[config.mk]
export PLATFORM = sky130hd
export DESIGN_NAME = pipe_ctrl_pipeline
export DESIGN_NICKNAME = d
export VERILOG_FILES = /design/src/rtl/pipe_ctrl_pipeline.sv
export SDC_FILE = /design/constraint.sdc
export NUM_CORES = 1
export LEC_CHECK = 0
export CAP_MARGIN = 15
export CORE_AREA = 2 2 49 51
export DETAILED_ROUTE_END_ITERATION = 16
export DIE_AREA = 0 0 51 53
export DONT_BUFFER_PORTS = 1
export MAX_ROUTING_LAYER = met4
export PLACE_DENSITY = 0.75
export SLEW_MARGIN = 20
export SYNTH_ARGS = -nofsm -noshare
export SYNTH_HDL_FRONTEND = slang
export SYNTH_SLANG_ARGS = --single-unit
[constraint.sdc]
create_clock -name clk -period 4.72 [get_ports clk]
set_clock_uncertainty 0.05 [all_clocks]
set_input_delay 0.708 -clock clk [delete_from_list [all_inputs] [get_ports clk]]
set_output_delay 0.708 -clock clk [all_outputs]
set_load 0.01 [all_outputs]
[src/rtl/pipe_ctrl_pipeline.sv]
// Control-bit pipeline (Decode -> Execute -> Memory slices -> Writeback) with
// ARM condition evaluation and flags register. Optional counters: PIPE_CTRL_PERF_EN.
module pipe_ctrl_pipeline #(
    parameter int ACW        = 3,
    parameter int MEM_STAGES = 1
) (
    input  logic           clk,
    input  logic           reset,
    input  logic           StallE,
    input  logic           FlushE,
    input  logic [3:0]     CondD,
    input  logic           PCSrcD,
    input  logic           RegWriteD,
    input  logic           MemWriteD,
    input  logic           MemtoRegD,
    input  logic           BranchD,
    input  logic           NoWriteD,
    input  logic [1:0]     FlagWriteD,
    input  logic           ALUSrcD,
    input  logic [ACW-1:0] ALUControlD,
    input  logic [3:0]     ALUFlagsE,
    output logic           ALUSrcE,
    output logic [ACW-1:0] ALUControlE,
    output logic           MemtoRegE,
    output logic           CondExE,
    output logic           BranchTakenE,
    output logic           RegWriteM,
    output logic           MemWriteM,
    output logic           MemtoRegM,
    output logic           PCSrcW,
    output logic           RegWriteW,
    output logic           MemtoRegW,
    output logic [3:0]     FlagsQ,
    output logic           PCWrPendingF
`ifdef PIPE_CTRL_PERF_EN
    ,
    output logic [15:0]    SquashCnt,
    output logic [15:0]    BranchCnt
`endif
);

    typedef struct packed {
        logic [3:0]     cond;
        logic           pcsrc;
        logic           regwrite;
        logic           memwrite;
        logic           memtoreg;
        logic           branch;
        logic           nowrite;
        logic [1:0]     flagwrite;
        logic           alusrc;
        logic [ACW-1:0] aluctl;
    } ex_t;

    typedef struct packed {
        logic pcsrc;
        logic regwrite;
        logic memwrite;
        logic memtoreg;
    } mem_t;

    typedef struct packed {
        logic pcsrc;
        logic regwrite;
        logic memtoreg;
    } wb_t;

    ex_t        ex_q, ex_d;
    mem_t       mem_q [MEM_STAGES];
    mem_t       mem_first_d;
    wb_t        wb_q;
    logic [3:0] flags_q, flags_d;
    logic       cond_ok;

    function automatic logic cond_pass(input logic [3:0] c, input logic [3:0] f);
        logic n, z, cf, v;
        {n, z, cf, v} = f;
        case (c)
            4'd0:    cond_pass = z;
            4'd1:    cond_pass = !z;
            4'd2:    cond_pass = cf;
            4'd3:    cond_pass = !cf;
            4'd4:    cond_pass = n;
            4'd5:    cond_pass = !n;
            4'd6:    cond_pass = v;
            4'd7:    cond_pass = !v;
            4'd8:    cond_pass = cf & !z;
            4'd9:    cond_pass = !cf | z;
            4'd10:   cond_pass = (n == v);
            4'd11:   cond_pass = (n != v);
            4'd12:   cond_pass = !z & (n == v);
            4'd13:   cond_pass = z | (n != v);
            4'd14:   cond_pass = 1'b1;
            default: cond_pass = 1'b0;
        endcase
    endfunction

    // Decode -> Execute: flush beats stall, stall holds
    always_comb begin
        ex_d = ex_q;
        if (FlushE) begin
            ex_d = '0;
        end else if (!StallE) begin
            ex_d.cond      = CondD;
            ex_d.pcsrc     = PCSrcD;
            ex_d.regwrite  = RegWriteD;
            ex_d.memwrite  = MemWriteD;
            ex_d.memtoreg  = MemtoRegD;
            ex_d.branch    = BranchD;
            ex_d.nowrite   = NoWriteD;
            ex_d.flagwrite = FlagWriteD;
            ex_d.alusrc    = ALUSrcD;
            ex_d.aluctl    = ALUControlD;
        end
    end

    always_ff @(posedge clk) begin
        if (reset) ex_q <= '0;
        else       ex_q <= ex_d;
    end

    assign cond_ok = cond_pass(ex_q.cond, flags_q);

    // Flags written on the edge that retires the Execute instruction
    always_comb begin
        flags_d = flags_q;
        if (cond_ok && !StallE) begin
            if (ex_q.flagwrite[1]) flags_d[3:2] = ALUFlagsE[3:2];
            if (ex_q.flagwrite[0]) flags_d[1:0] = ALUFlagsE[1:0];
        end
    end

    always_ff @(posedge clk) begin
        if (reset) flags_q <= '0;
        else       flags_q <= flags_d;
    end

    // Execute -> Memory: condition-qualified; a stalled Execute sends a bubble
    always_comb begin
        mem_first_d = '0;
        if (!StallE) begin
            mem_first_d.pcsrc    = ex_q.pcsrc & cond_ok;
            mem_first_d.regwrite = ex_q.regwrite & cond_ok & !ex_q.nowrite;
            mem_first_d.memwrite = ex_q.memwrite & cond_ok;
            mem_first_d.memtoreg = ex_q.memtoreg;
        end
    end

    always_ff @(posedge clk) begin
        if (reset) begin
            for (int k = 0; k < MEM_STAGES; k++) mem_q[k] <= '0;
        end else begin
            mem_q[0] <= mem_first_d;
            for (int k = 1; k < MEM_STAGES; k++) mem_q[k] <= mem_q[k-1];
        end
    end

    // Memory -> Writeback: memory write is consumed before Writeback
    always_ff @(posedge clk) begin
        if (reset) begin
            wb_q <= '0;
        end else begin
            wb_q.pcsrc    <= mem_q[MEM_STAGES-1].pcsrc;
            wb_q.regwrite <= mem_q[MEM_STAGES-1].regwrite;
            wb_q.memtoreg <= mem_q[MEM_STAGES-1].memtoreg;
        end
    end

    always_comb begin
        PCWrPendingF = PCSrcD | ex_q.pcsrc;
        for (int k = 0; k < MEM_STAGES; k++) PCWrPendingF = PCWrPendingF | mem_q[k].pcsrc;
    end

    assign ALUSrcE      = ex_q.alusrc;
    assign ALUControlE  = ex_q.aluctl;
    assign MemtoRegE    = ex_q.memtoreg;
    assign CondExE      = cond_ok;
    assign BranchTakenE = ex_q.branch & cond_ok;
    assign RegWriteM    = mem_q[0].regwrite;
    assign MemWriteM    = mem_q[0].memwrite;
    assign MemtoRegM    = mem_q[0].memtoreg;
    assign PCSrcW       = wb_q.pcsrc;
    assign RegWriteW    = wb_q.regwrite;
    assign MemtoRegW    = wb_q.memtoreg;
    assign FlagsQ       = flags_q;

`ifdef PIPE_CTRL_PERF_EN
    logic [15:0] squash_cnt_q, squash_cnt_d;
    logic [15:0] branch_cnt_q, branch_cnt_d;
    logic        squash_ev;

    function automatic logic [15:0] sat_inc(input logic [15:0] c, input logic inc);
        if (inc && c != 16'hFFFF) sat_inc = c + 16'd1;
        else                      sat_inc = c;
    endfunction

    assign squash_ev    = !StallE && !cond_ok && (ex_q.regwrite | ex_q.memwrite | ex_q.pcsrc);
    assign squash_cnt_d = sat_inc(squash_cnt_q, squash_ev);
    assign branch_cnt_d = sat_inc(branch_cnt_q, BranchTakenE & !StallE);

    always_ff @(posedge clk) begin
        if (reset) begin
            squash_cnt_q <= '0;
            branch_cnt_q <= '0;
        end else begin
            squash_cnt_q <= squash_cnt_d;
            branch_cnt_q <= branch_cnt_d;
        end
    end

    assign SquashCnt = squash_cnt_q;
    assign BranchCnt = branch_cnt_q;
`endif

endmodule

==> results.yml <==
power_and_ir_drop:
  leakage_nw: 0.467
  p_switching_uw: 86.1
  p_int_uw: 280
  power.share.clock: 0.291
  finalPower_uw: 366
  powerDensity_mw_per_mm2: 294
  switching_share: 0.235
  irDropWorstVdd_mv: 0.229
  p_comb_frac: 0.059
  p_seq_frac: 0.651
global_route:
  grt_max_degree: 23
  grt_pass1_vias: 789
  grt_overflow_total: 0
  grtUsageTotal: 0.186
  grt_pass1_wl_mm: 3.59
  antenna_found_initial: 0
sta:
  worst_pin_slew_ps: 374
  clock.fmax_ghz: 0.368
  rsz0062_at_grt: "no"
  final-hold-violation-count: 0
  fin_crit_ps: 2710
  layout_setup_ws_ps: 2010
  slew_viol_final: 0
  fin_crit_sh: 0.575
  tns_ps: 0
  finalSetupViolCount: 0
  relSlewSlack: 0.750
placement:
  place_inst: 141
  portBuffers: 0
  place_ws_ps: 2400
  place_congestion: 0.809
  dp_hpwl_mm: 1.52
finish:
  insertedDiodeCount: 0
  area_growth_syn_to_layout_pct: 0.708
  final_nets: 142
  drive_gt1_frac: 0.111
  layout.cells.non_filler: 145
route:
  drt-pass1-iter-count: 4
  route.met3.wl_um: 163
  met2WireLength_um: 955
  vias: 800
  antenna_left: 0
  topRoutingLayerUsed: "met4"
  wl_met1_um: 972
  wire_per_inst_um: 14.6
  drt_iter0_drc: 10
  wirelength_mm: 2.12
  drc: 0
  routed_via_density: 5.52
logic_synthesis:
  avgSynthCellArea_um2: 9.98
  synth-seq-cells: 27
  yosys_warnings: 0
  syn_inst: 124
  synthesis.area_mm2: 0.00124
  synth_cell_types: 32
  seq_area_frac_synth: 0.437
  syn-num-nets: 148
floorplan:
  rows: 17
  initial_utilization: 0.576
  io_pins: 42
  die_w_um: 51
  core_mm2: 0.00215
  chipHeight_um: 53
  fp.dieArea_mm2: 0.00270
cts:
  cts_tree: "built"
  cts-resized-gates: 0
  cts_setup_buffers: 0
  cts_max_level: 1
  ctsHoldBuffers: 0
  clk_pin_slew_worst_paths_ps: 160
  cts_root_buf: "clkbuf_4"
  cts_buffer_depth: 2
  worstSkewPairLatency_ps: 340
  clock-sinks: 27
  cts_buffers: 3
critical_path:
  slowest_stage: "dfxtp_1"
  crit_path_max_incr_delay_ps: 570
  cp.depth: 5
  critical_path_peak_fanout: 7
  crit_family: "flip-flops"
  worstRegToRegCells: 5
  rrSetupSlack_ps: 2760
  criticalPathCategory: "register to output port"
  cp_cell_sequence: "and4bb_2, o31ai_1, a31o_2, and3_4, inv_1"
  cp.arrival_ps: 1960
  critPathLaunchType: "register"
  critPathRequiredTime_ps: 3960
  cp-end-kind: "output port"
  cp.buffers_inverters: 1
min_path:
  hold_path_class: "primary input to register"
  hold_depth: 1
job:
  maxCapViolations: 0
run_status:
  status: "completed"
## registers in the layout (all words and copies together) (netlist names)
name	cells
MemtoRegE	1
ex_q	11
FlagsQ	4
PCSrcW	1
mem_q	4
ALUSrcE	1
MemtoRegW	1
ALUControlE	3
RegWriteW	1
## path summary, 6_finish.rpt
check / startpoint / end
worst min register to register: mem_q[0][3] / PCSrcW
worst min-delay path: reset / MemtoRegW
worst max-delay path: FlagsQ[3] / CondExE
worst max register to register: FlagsQ[0] / FlagsQ[3]
## cell type report
| class | instances | area [um2] |
|---|---|---|
| fillers | 195 | 902 |
| well taps | 28 | 35.0 |
| clock inverters | 1 | 8.76 |
| multi-input cells | 82 | 624 |
| clock buffers | 3 | 22.5 |
| inverters | 4 | 15.0 |
| flip-flops and latches | 27 | 541 |
## layer usage
| metal | vias to the layer above | track usage |
|---|---|---|
| met5 | - | - |
| met4 | 0 | 0.0946 |
| met3 | 4 | 0.0593 |
| met2 | 30 | 0.290 |
| met1 | 363 | 0.217 |
| li1 | 403 | - |
## cells by family after synthesis
| family | Yosys count | synth area share |
|---|---|---|
| flops | 27 | 0.437 |
| simple gates | 49 | 0.245 |
| buf+inv | 15 | 0.0586 |
| xor+xnor | 2 | 0.0142 |
| mux | 22 | 0.178 |
| compound gates | 9 | 0.0678 |
## power groups by stage
| stage | Combinational (mW) | Sequential (mW) | Clock, mW |
|---|---|---|---|
| after floorplan | 0.0277 | 0.240 | 0 |
| after global placement | 0.0209 | 0.243 | 0 |
| after detailed placement | 0.0216 | 0.243 | 0 |
| after CTS | 0.0217 | 0.238 | 0.110 |
| after global routing | 0.0238 | 0.239 | 0.121 |
| final | 0.0214 | 0.238 | 0.106 |
## metrics by stage
| stage | hold WS, ps | instance area, um2 | utilization |
|---|---|---|---|
| after global placement | 406 | 1210 | 0.566 |
| after CTS | 354 | 1250 | 0.580 |
| after detailed placement | 403 | 1210 | 0.566 |
| after global routing | 337 | 1250 | 0.580 |
| after floorplan | 379 | 1240 | - |
| final | 362 | 1250 | 0.580 |
## worst reg2reg max path: cells and delay by family, from the launching register on
family	cells	cell delay, ps
simple gates	1	280
mux	1	260
flops	1	570
compound gates	3	730
## synthesized netlist by cell type
library cell  number  area (um2)
a21o_1             1        7.51
a22oi_1            1        7.51
a311oi_2           2        30.0
a31o_2             1        8.76
and3_1             1        6.26
and3_4             1        11.3
and3b_1            1        8.76
and4bb_2           1        12.5
buf_1              3        11.3
buf_2              1        5.00
buf_4              4        30.0
clkbuf_1           3        11.3
dfxtp_1           27         541
inv_1              4        15.0
mux2i_1           22         220
nand2_1            1        3.75
nand2b_1           9        56.3
nand2b_2           1        8.76
nand3b_1           1        7.51
nor2_1            16        60.1
nor2b_1            7        43.8
nor3_1             1        5.00
nor3b_1            4        30.0
nor4_1             1        6.26
nor4b_2            2        30.0
o211ai_1           1        7.51
o21ai_0            1        5.00
o31ai_1            1        7.51
o32a_1             1        10.0
or2_2              1        6.26
or3_1              1        6.26
xnor2_1            2        17.5
## placed cells by master (no fill, tap or decap)
cell type	n
nand2_1	1
and3_4	1
nand2b_2	1
nor2_1	16
or2_2	1
and3b_1	1
and3_1	1
nor4_1	1
a21o_1	1
nand2b_1	9
nor4b_2	2
a22oi_1	1
or3_1	1
o211ai_1	1
nor3b_1	4
nand3b_1	1
o21ai_0	1
xnor2_1	2
nor3_1	1
inv_1	4
mux2i_1	22
nor2b_1	7
inv_6	1
a311oi_2	2
a31o_2	1
clkbuf_4	3
dfxtp_1	27
o31ai_1	1
o32a_1	1
and4bb_2	1
Note: power is estimated with default switching activity, not from simulation.
